[src/rtl/controlador_memoria_pkg.sv]
// Shared definitions for the data-memory controller: FSM state encoding and default widths.
package pkg_redux;

    localparam int LARGURA_DADO_PADRAO = 8;
    localparam int LARGURA_END_PADRAO  = 8;

    typedef enum logic [1:0] {
        OCIOSO   = 2'd0,
        ACESSO   = 2'd1,
        RESPOSTA = 2'd2
    } estado_t;

endpackage

[src/rtl/controlador_memoria.sv]
// Load/store controller in front of memoria_dados: fixed 3-cycle access through OCIOSO/ACESSO/RESPOSTA.
// Optional last-store forwarding compiled in with `define CONTROLADOR_MEMORIA_FWD_EN.
module controlador_memoria
    import pkg_redux::*;
#(
    parameter int LARGURA_DADO = LARGURA_DADO_PADRAO,
    parameter int LARGURA_END  = LARGURA_END_PADRAO
) (
    input  logic                    clk,
    input  logic                    reset,
    input  logic                    req,
    input  logic                    op_escrita,
    input  logic [LARGURA_END-1:0]  endereco_in,
    input  logic [LARGURA_DADO-1:0] dado_in,
    output logic                    pronto,
    output logic                    concluido,
    output logic [LARGURA_DADO-1:0] dado_lido,
    output logic                    mem_writeEnable,
    output logic [LARGURA_END-1:0]  mem_endereco,
    output logic [LARGURA_DADO-1:0] mem_dadoEntrada,
    input  logic [LARGURA_DADO-1:0] mem_dadoSaida
);

    estado_t                 estado, prox_estado;
    logic                    op_l;
    logic [LARGURA_END-1:0]  end_l;
    logic [LARGURA_DADO-1:0] dado_l;
    logic                    aceita;
    logic                    bypass;

`ifdef CONTROLADOR_MEMORIA_FWD_EN
    logic                    fwd_valido;
    logic [LARGURA_END-1:0]  fwd_end;
    logic [LARGURA_DADO-1:0] fwd_dado;

    always_comb begin
        bypass = aceita && !op_escrita && fwd_valido && (endereco_in == fwd_end);
    end

    always_ff @(posedge clk) begin
        if (reset) begin
            fwd_valido <= 1'b0;
            fwd_end    <= '0;
            fwd_dado   <= '0;
        end else if (estado == RESPOSTA && op_l) begin
            fwd_valido <= 1'b1;
            fwd_end    <= end_l;
            fwd_dado   <= dado_l;
        end
    end
`else
    always_comb begin
        bypass = 1'b0;
    end
`endif

    always_comb begin
        pronto = (estado == OCIOSO);
        aceita = pronto && req;
    end

    always_ff @(posedge clk) begin
        if (reset) begin
            estado <= OCIOSO;
        end else begin
            estado <= prox_estado;
        end
    end

    always_comb begin
        prox_estado = estado;
        case (estado)
            OCIOSO:   if (aceita && !bypass) prox_estado = ACESSO;
            ACESSO:   prox_estado = RESPOSTA;
            RESPOSTA: prox_estado = OCIOSO;
            default:  prox_estado = OCIOSO;
        endcase
    end

    // Write enable is gated by reset so a store aborted in ACESSO never commits at that edge.
    always_comb begin
        mem_writeEnable = (estado == ACESSO) && op_l && !reset;
        mem_endereco    = end_l;
        mem_dadoEntrada = dado_l;
    end

    always_ff @(posedge clk) begin
        if (reset) begin
            op_l      <= 1'b0;
            end_l     <= '0;
            dado_l    <= '0;
            concluido <= 1'b0;
            dado_lido <= '0;
        end else begin
            concluido <= 1'b0;
            if (aceita) begin
                op_l   <= op_escrita;
                end_l  <= endereco_in;
                dado_l <= dado_in;
            end
            if (bypass) begin
`ifdef CONTROLADOR_MEMORIA_FWD_EN
                dado_lido <= fwd_dado;
`endif
                concluido <= 1'b1;
            end
            // Registered memory data is valid in RESPOSTA, one edge after the address was driven.
            if (estado == RESPOSTA) begin
                concluido <= 1'b1;
                if (!op_l) begin
                    dado_lido <= mem_dadoSaida;
                end
            end
        end
    end

endmodule

[config.mk]
export PLATFORM = sky130hd
export DESIGN_NAME = controlador_memoria
export DESIGN_NICKNAME = d
export VERILOG_FILES = /design/src/rtl/controlador_memoria_pkg.sv /design/src/rtl/controlador_memoria.sv
export SDC_FILE = /design/constraint.sdc
export NUM_CORES = 1
export LEC_CHECK = 0
export CORE_MARGIN = 4
export CORE_UTILIZATION = 35
export CTS_CLUSTER_DIAMETER = 80
export DETAILED_ROUTE_END_ITERATION = 7
export HOLD_SLACK_MARGIN = 0.1
export PLACE_DENSITY_LB_ADDON = 0.05
export REMOVE_ABC_BUFFERS = 1
export SYNTH_ARGS = -nofsm -noshare
export SYNTH_HDL_FRONTEND = slang
export SYNTH_SLANG_ARGS = --single-unit
export TNS_END_PERCENT = 5
[constraint.sdc]
create_clock -name clk -period 1.1 [get_ports clk]
set_clock_uncertainty 0.05 [all_clocks]
set_input_delay 0.33 -clock clk [delete_from_list [all_inputs] [get_ports clk]]
set_output_delay 0.33 -clock clk [all_outputs]
set_load 0.005 [all_outputs]
==> results of run 1 <==
## layout by cell type (no fill, tap or decap)
master,instances
sky130_fd_sc_hd__clkbuf_4,3
sky130_fd_sc_hd__dfxtp_2,26
sky130_fd_sc_hd__buf_2,15
sky130_fd_sc_hd__nor2b_4,1
sky130_fd_sc_hd__nor3b_4,1
sky130_fd_sc_hd__nand2b_1,50
sky130_fd_sc_hd__buf_4,9
sky130_fd_sc_hd__nor2_4,1
sky130_fd_sc_hd__buf_6,15
sky130_fd_sc_hd__clkdlybuf4s50_1,26
sky130_fd_sc_hd__and2_1,1
sky130_fd_sc_hd__mux2i_1,25
sky130_fd_sc_hd__nor3b_1,1
sky130_fd_sc_hd__dfxtp_1,2
sky130_fd_sc_hd__nor3b_2,2
sky130_fd_sc_hd__dlygate4sd2_1,1
## stage by stage
| step | utilization [%] | setup WS [ns] | TNS, ns |
|---|---|---|---|
| 5_1_grt | 56.5 | -0.427 | -7.36 |
| 4_1_cts | 54.7 | -0.374 | -4.89 |
| 3_5_place_dp | 55.1 | -0.957 | -17.21 |
| 2_1_floorplan | - | -0.652 | -13.07 |
| 3_3_place_gp | 55.1 | -0.961 | -16.31 |
| 6_report | 56.5 | -0.355 | -4.21 |
## flip-flops by register name (all words and copies together) (netlist names)
name	count
concluido	1
estado	2
mem_dadoEntrada	8
mem_endereco	8
op_l	1
dado_lido	8
## power by group
| part | total, mW | internal (mW) | switching, mW |
|---|---|---|---|
| Combinational | 0.408 | 0.273 | 0.136 |
| Sequential | 1.11 | 1.08 | 0.0315 |
| Clock | 0.407 | 0.128 | 0.279 |
## timing repair
action,4_1_cts,5_1_grt
pin swaps,3,1
setup endpoints to repair,54,53
setup buffers,3,0
resized for setup,144,10
## path summary, 6_finish.rpt
path / startpoint / to / slack [ns] / cells after the start
setup / recovery: estado[0]$_SDFFE_PP0P_ / mem_writeEnable / -0.36 / 3
hold / removal: reset / estado[1]$_SDFFE_PP0P_ / 0.31 / 2
setup reg to reg: estado[0]$_SDFFE_PP0P_ / mem_dadoEntrada[6]$_SDFFE_PP0P_ / -0.13 / 4
hold reg to reg: estado[1]$_SDFFE_PP0P_ / estado[1]$_SDFFE_PP0P_ / 0.37 / 1
## worst max-delay path, stage by stage, from the launching register on
cell and delay, ns:
sky130_fd_sc_hd__dfxtp_2 0.35, sky130_fd_sc_hd__nor3b_2 0.15, sky130_fd_sc_hd__and2_1 0.15, sky130_fd_sc_hd__buf_2 0.12
## kinds of logic (layout without fill, tap and decap cells)
family,after synthesis,count (layout),share of synthesized area [%]
AND/OR/NAND/NOR,57,57,29.8
buffers and inverters,8,69,4.65
flip-flops,28,28,45.3
multiplexers,25,25,20.2
## layer usage
metal	global-route usage (%)	share of wire, %	vias up
met4	4.56	1.7	0
met3	3.33	7.9	4
met2	23.1	50	30
li1	-	-	503
met5	0	0	-
met1	13.1	41	463
## cell type report
type	count	area, um2	area share (%)
clock buffer	3	22.5	1.19
timing repair buffer	66	581	30.6
sequential	28	593	31.2
multi-input combinational	82	646	34.0
tap	46	57.6	3.03
## synthesized netlist by cell type, drive strengths merged
| library cell | instances |
|---|---|
| nor2b | 1 |
| dfxtp | 28 |
| mux2i | 25 |
| and2 | 1 |
| nor2 | 1 |
| nand2b | 50 |
| buf | 3 |
| clkbuf | 5 |
| nor3b | 4 |
==> qor.yml, run 1 <==
worst_hold_slack_ns: 0.313
highest_net_fanout_along_the_worst_path: 2
timing.final.setup_violations: 53
synth_top_area_share_pct: 45.3
detailed_place_hpwl_um: 1950
initial_antenna_violation_count: 0
synth-seq-area-share_pct: 45.3
number_of_nets_in_the_final_layout: 209
count_of_filler_cells_inserted_in_the_layout: 344
insertion_delay_ns: 0.31
dr.pass1.iters: 2
fmaxAchievable_ghz: 0.687
cts-buffers-inserted: 3
synthesis.instances: 118
post-route-cell-area_um2: 1900
floorplan.initialDensity_pct: 36.8
required_ns: 0.72
power.density_cell_area_nw_per_um2: 1010
clock_tree_root_buffer_cell: "sky130_fd_sc_hd__clkbuf_4"
fp.coreArea_um2: 3360
wl_per_cell_um: 11.7
instances_no_fill: 225
maxSlewViolCount: 0
status: "complete, but fails checks"
finalWirelength_um: 2630
synth_area_um2: 1240
cell_taking_the_most_area_after_synthesis: "sky130_fd_sc_hd__dfxtp_1"
drt.antenna.violating_nets: 0
unrepaired_setup_endpoints_after_global_routing: "true"
critPathCaptureType: "primary output"
drtIter0Drc: 43
max_cap_violations: 0
clock_tree_from_tritoncts: "done"
grt_pass1_wl_um: 4370
route.detailed.drc: 0
dr_total_vias: 1000
worst_ep_arrival_time_ns: 1.08
area_of_placed_instances_um2: 1850
die-height_um: 67.5
hold_path.class: "input port to flop"
synth.area.top_cells: "sky130_fd_sc_hd__dfxtp_1 (45%), sky130_fd_sc_hd__nand2b_1 (25%), sky130_fd_sc_hd__mux2i_1 (20%), sky130_fd_sc_hd__nor3b_2 (2.0%), sky130_fd_sc_hd__buf_12 (1.6%)"
areaGrowthSynthToFinish_pct: 53.5
max-vdd-ir-drop_mv: 0.435
failed_checks: "negative setup slack"
antennaDiodeCount: 0
ys_ff_latch: 28
die-width_um: 67.5
via_count_of_the_first_global_routing_pass: 1033
fp-row-count: 21
max_slew_margin_pct: 76.3
cts.reportedPaths.clkPinSlew_ns: 0.14
synth_area_per_cell_um2: 10.5
finalCriticalPeriod_ns: 1.46
critical_path_class: "flop to primary output"
p_leak_nw: 0.802
worst_pin_slew_ns: 0.356
cts_htree_levels: 1
finalWeightedCongestion: 0.609
synth_warnings: 0
post_route_cells_drive_above_1_share_pct: 40.8
postCtsHoldBufs: 0
overflow: 0
die_area_um2: 4550
routed_via_density: 4.44
synthDistinctLibCells: 12
pin_count: 55
clkSinkCount: 28
postLayoutSetupSlackWorst_ns: -0.355
total_power_mw: 1.93
place_inst: 219
period_share_pct: 132
numPortBuffers: 54
worstSetupStartpointType: "flop"
grt_util_all_layers_pct: 12.4
finalHoldViolCount: 0
grt_start_max_net_pins: 53
cts-root-to-sink-buffers: 2
(Power assumes the default switching activity.)
==> inputs of run 2 (changes only) <==
--- a/config.mk
+++ b/config.mk
@@ -15,4 +15,4 @@
 export SYNTH_ARGS = -nofsm -noshare
 export SYNTH_HDL_FRONTEND = slang
 export SYNTH_SLANG_ARGS = --single-unit
-export TNS_END_PERCENT = 5
+export TNS_END_PERCENT = 100
==> run 2 against run 1 <==
The run still ends with negative setup slack left. Non-clock buffer count rose by 3. Design area rose by 1.6%. Die area is the same. Sequential power barely moved. Largest power group unchanged. Register-to-register slack got worse by 0.08 ns. Core utilization up 0.89 points. Combinational power grew 5%. First-iteration DRC count increased by 21%. Sequential cell count unchanged. Via count is 0.90% higher.
==> qor.yml, run 2 (synthesized netlist as in run 1, its figures left out) <==
overflow: 0
fp-row-count: 21
postLayoutSetupSlackWorst_ns: -0.354
clock_tree_from_tritoncts: "done"
critical_path_depth: 3
layout.cells.most_common: "sky130_fd_sc_hd__nand2b_1"
worst_path_dominant_cell_family: "flip-flops"
number_of_nets_in_the_final_layout: 212
critical-path-slowest-cell: "sky130_fd_sc_hd__dfxtp_2"
fmaxAchievable_ghz: 0.688
holdPathStages: 2
cts-root-to-sink-buffers: 2
mostFrequentLayoutCells: "sky130_fd_sc_hd__nand2b_1 (50), sky130_fd_sc_hd__dfxtp_2 (26), sky130_fd_sc_hd__clkdlybuf4s50_1 (26), sky130_fd_sc_hd__mux2i_1 (25), sky130_fd_sc_hd__buf_6 (17)"
routed_via_density: 4.43
unrepaired_setup_endpoints_after_global_routing: "true"
max_slew_margin_pct: 76.0
detailedPlace.worstSlack_ns: -0.957
critPathCaptureType: "primary output"
clock_tree_root_buffer_cell: "sky130_fd_sc_hd__clkbuf_4"
max-vdd-ir-drop_mv: 0.435
met3_wirelength_um: 208
detailroute.wirelength.met2_um: 1320
max_cap_violations: 0
power.density_cell_area_nw_per_um2: 1010
period_share_pct: 132
worst_pin_slew_ns: 0.360
timing.final.setup_violations: 53
worstPathBufferInverterCount: 1
finalHoldViolCount: 0
via_count_of_the_first_global_routing_pass: 1046
antennaDiodeCount: 0
r2r_cells: 4
maxSlewViolCount: 0
cts_htree_levels: 1
route.detailed.drc: 0
die-height_um: 67.5
postCtsHoldBufs: 0
detailed_place_hpwl_um: 1950
critical-path-max-stage-delay_ns: 0.35
finalCriticalPeriod_ns: 1.45
dr_total_vias: 1009
finalWirelength_um: 2760
cts.reportedPaths.clkPinSlew_ns: 0.14
drt.antenna.violating_nets: 0
timing.setup.tns_ns: -5.47
post_route_cells_drive_above_1_share_pct: 41.8
area_of_placed_instances_um2: 1850
wl_per_cell_um: 12.1
insertion_delay_ns: 0.31
place_inst: 219
path_cells: "nor3b_2, and2_1, buf_2"
die_area_um2: 4550
worst_ep_arrival_time_ns: 1.07
grt_start_max_net_pins: 53
hold_path.class: "input port to flop"
pin_count: 55
failed_checks: "negative setup slack"
grt_pass1_wl_um: 4440
required_ns: 0.72
finalWeightedCongestion: 0.609
numPortBuffers: 54
floorplan.initialDensity_pct: 36.8
post-route-cell-area_um2: 1930
total_power_mw: 1.94
initial_antenna_violation_count: 0
status: "complete, but fails checks"
route.top_layer_used: "met4"
clkSinkCount: 28
detailed_route_wire_length_on_metal_1_um: 1180
die-width_um: 67.5
cts-buffers-inserted: 3
instances_no_fill: 228
drtIter0Drc: 52
areaGrowthSynthToFinish_pct: 55.9
p_leak_nw: 0.820
grt_util_all_layers_pct: 12.6
dr.pass1.iters: 2
fp.coreArea_um2: 3360
critical_path_class: "flop to primary output"
highest_net_fanout_along_the_worst_path: 2
worstSetupStartpointType: "flop"
## run 2: changes by cell type in the layout (fill, tap and decap cells not counted)
cell | previous run | this run
sky130_fd_sc_hd__buf_4 | 9 | 10
sky130_fd_sc_hd__buf_6 | 15 | 17
## run 2: worst reg2reg max path, stage by stage, from the launching register on
cell and delay [ns]:
sky130_fd_sc_hd__dfxtp_2 0.35, sky130_fd_sc_hd__buf_4 0.15, sky130_fd_sc_hd__nor3b_4 0.32, sky130_fd_sc_hd__buf_6 0.19, sky130_fd_sc_hd__mux2i_1 0.19
## run 2: final cells by class
type | instances | area, um2
multi-input combinational | 82 | 646
sequential | 28 | 593
clock buffer | 3 | 22.5
timing repair buffer | 69 | 611
tap | 46 | 57.6
fill | 339 | 1430
## run 2: final timing paths
check                              start                         endpoint  slack, ns
setup / recovery  estado[0]$_SDFFE_PP0P_                  mem_writeEnable      -0.35
hold / removal                     reset           estado[1]$_SDFFE_PP0P_       0.31
setup reg to reg  estado[1]$_SDFFE_PP0P_  mem_dadoEntrada[6]$_SDFFE_PP0P_      -0.21
hold reg to reg   estado[1]$_SDFFE_PP0P_           estado[1]$_SDFFE_PP0P_       0.37
## run 2: power by group
part           total (mW)  switching (mW)  internal [mW]
Clock               0.405           0.277          0.128
Combinational       0.427           0.143          0.284
Sequential           1.11          0.0313           1.08
## run 2: what timing repair did
action | 4_1_cts | 5_1_grt
pin swaps | 2 | 1
endpoints found under the setup margin | 54 | 53
setup buffers | 3 | 1
gates cloned | 1 | 1
gates resized for setup | 146 | 12
## run 2: layer usage
layer | up-vias | track usage, %
li1 | 510 | -
met1 | 465 | 13.5
met2 | 30 | 23.3
met3 | 4 | 3.33
met4 | 0 | 4.56
met5 | - | 0
## run 2: through the flow
stage | util (%) | hold WS, ns
after floorplan | - | 0.352
after global placement | 55.1 | 0.380
after detailed placement | 55.1 | 0.375
after CTS | 55.1 | 0.300
after global routing | 57.4 | 0.290
final | 57.4 | 0.314
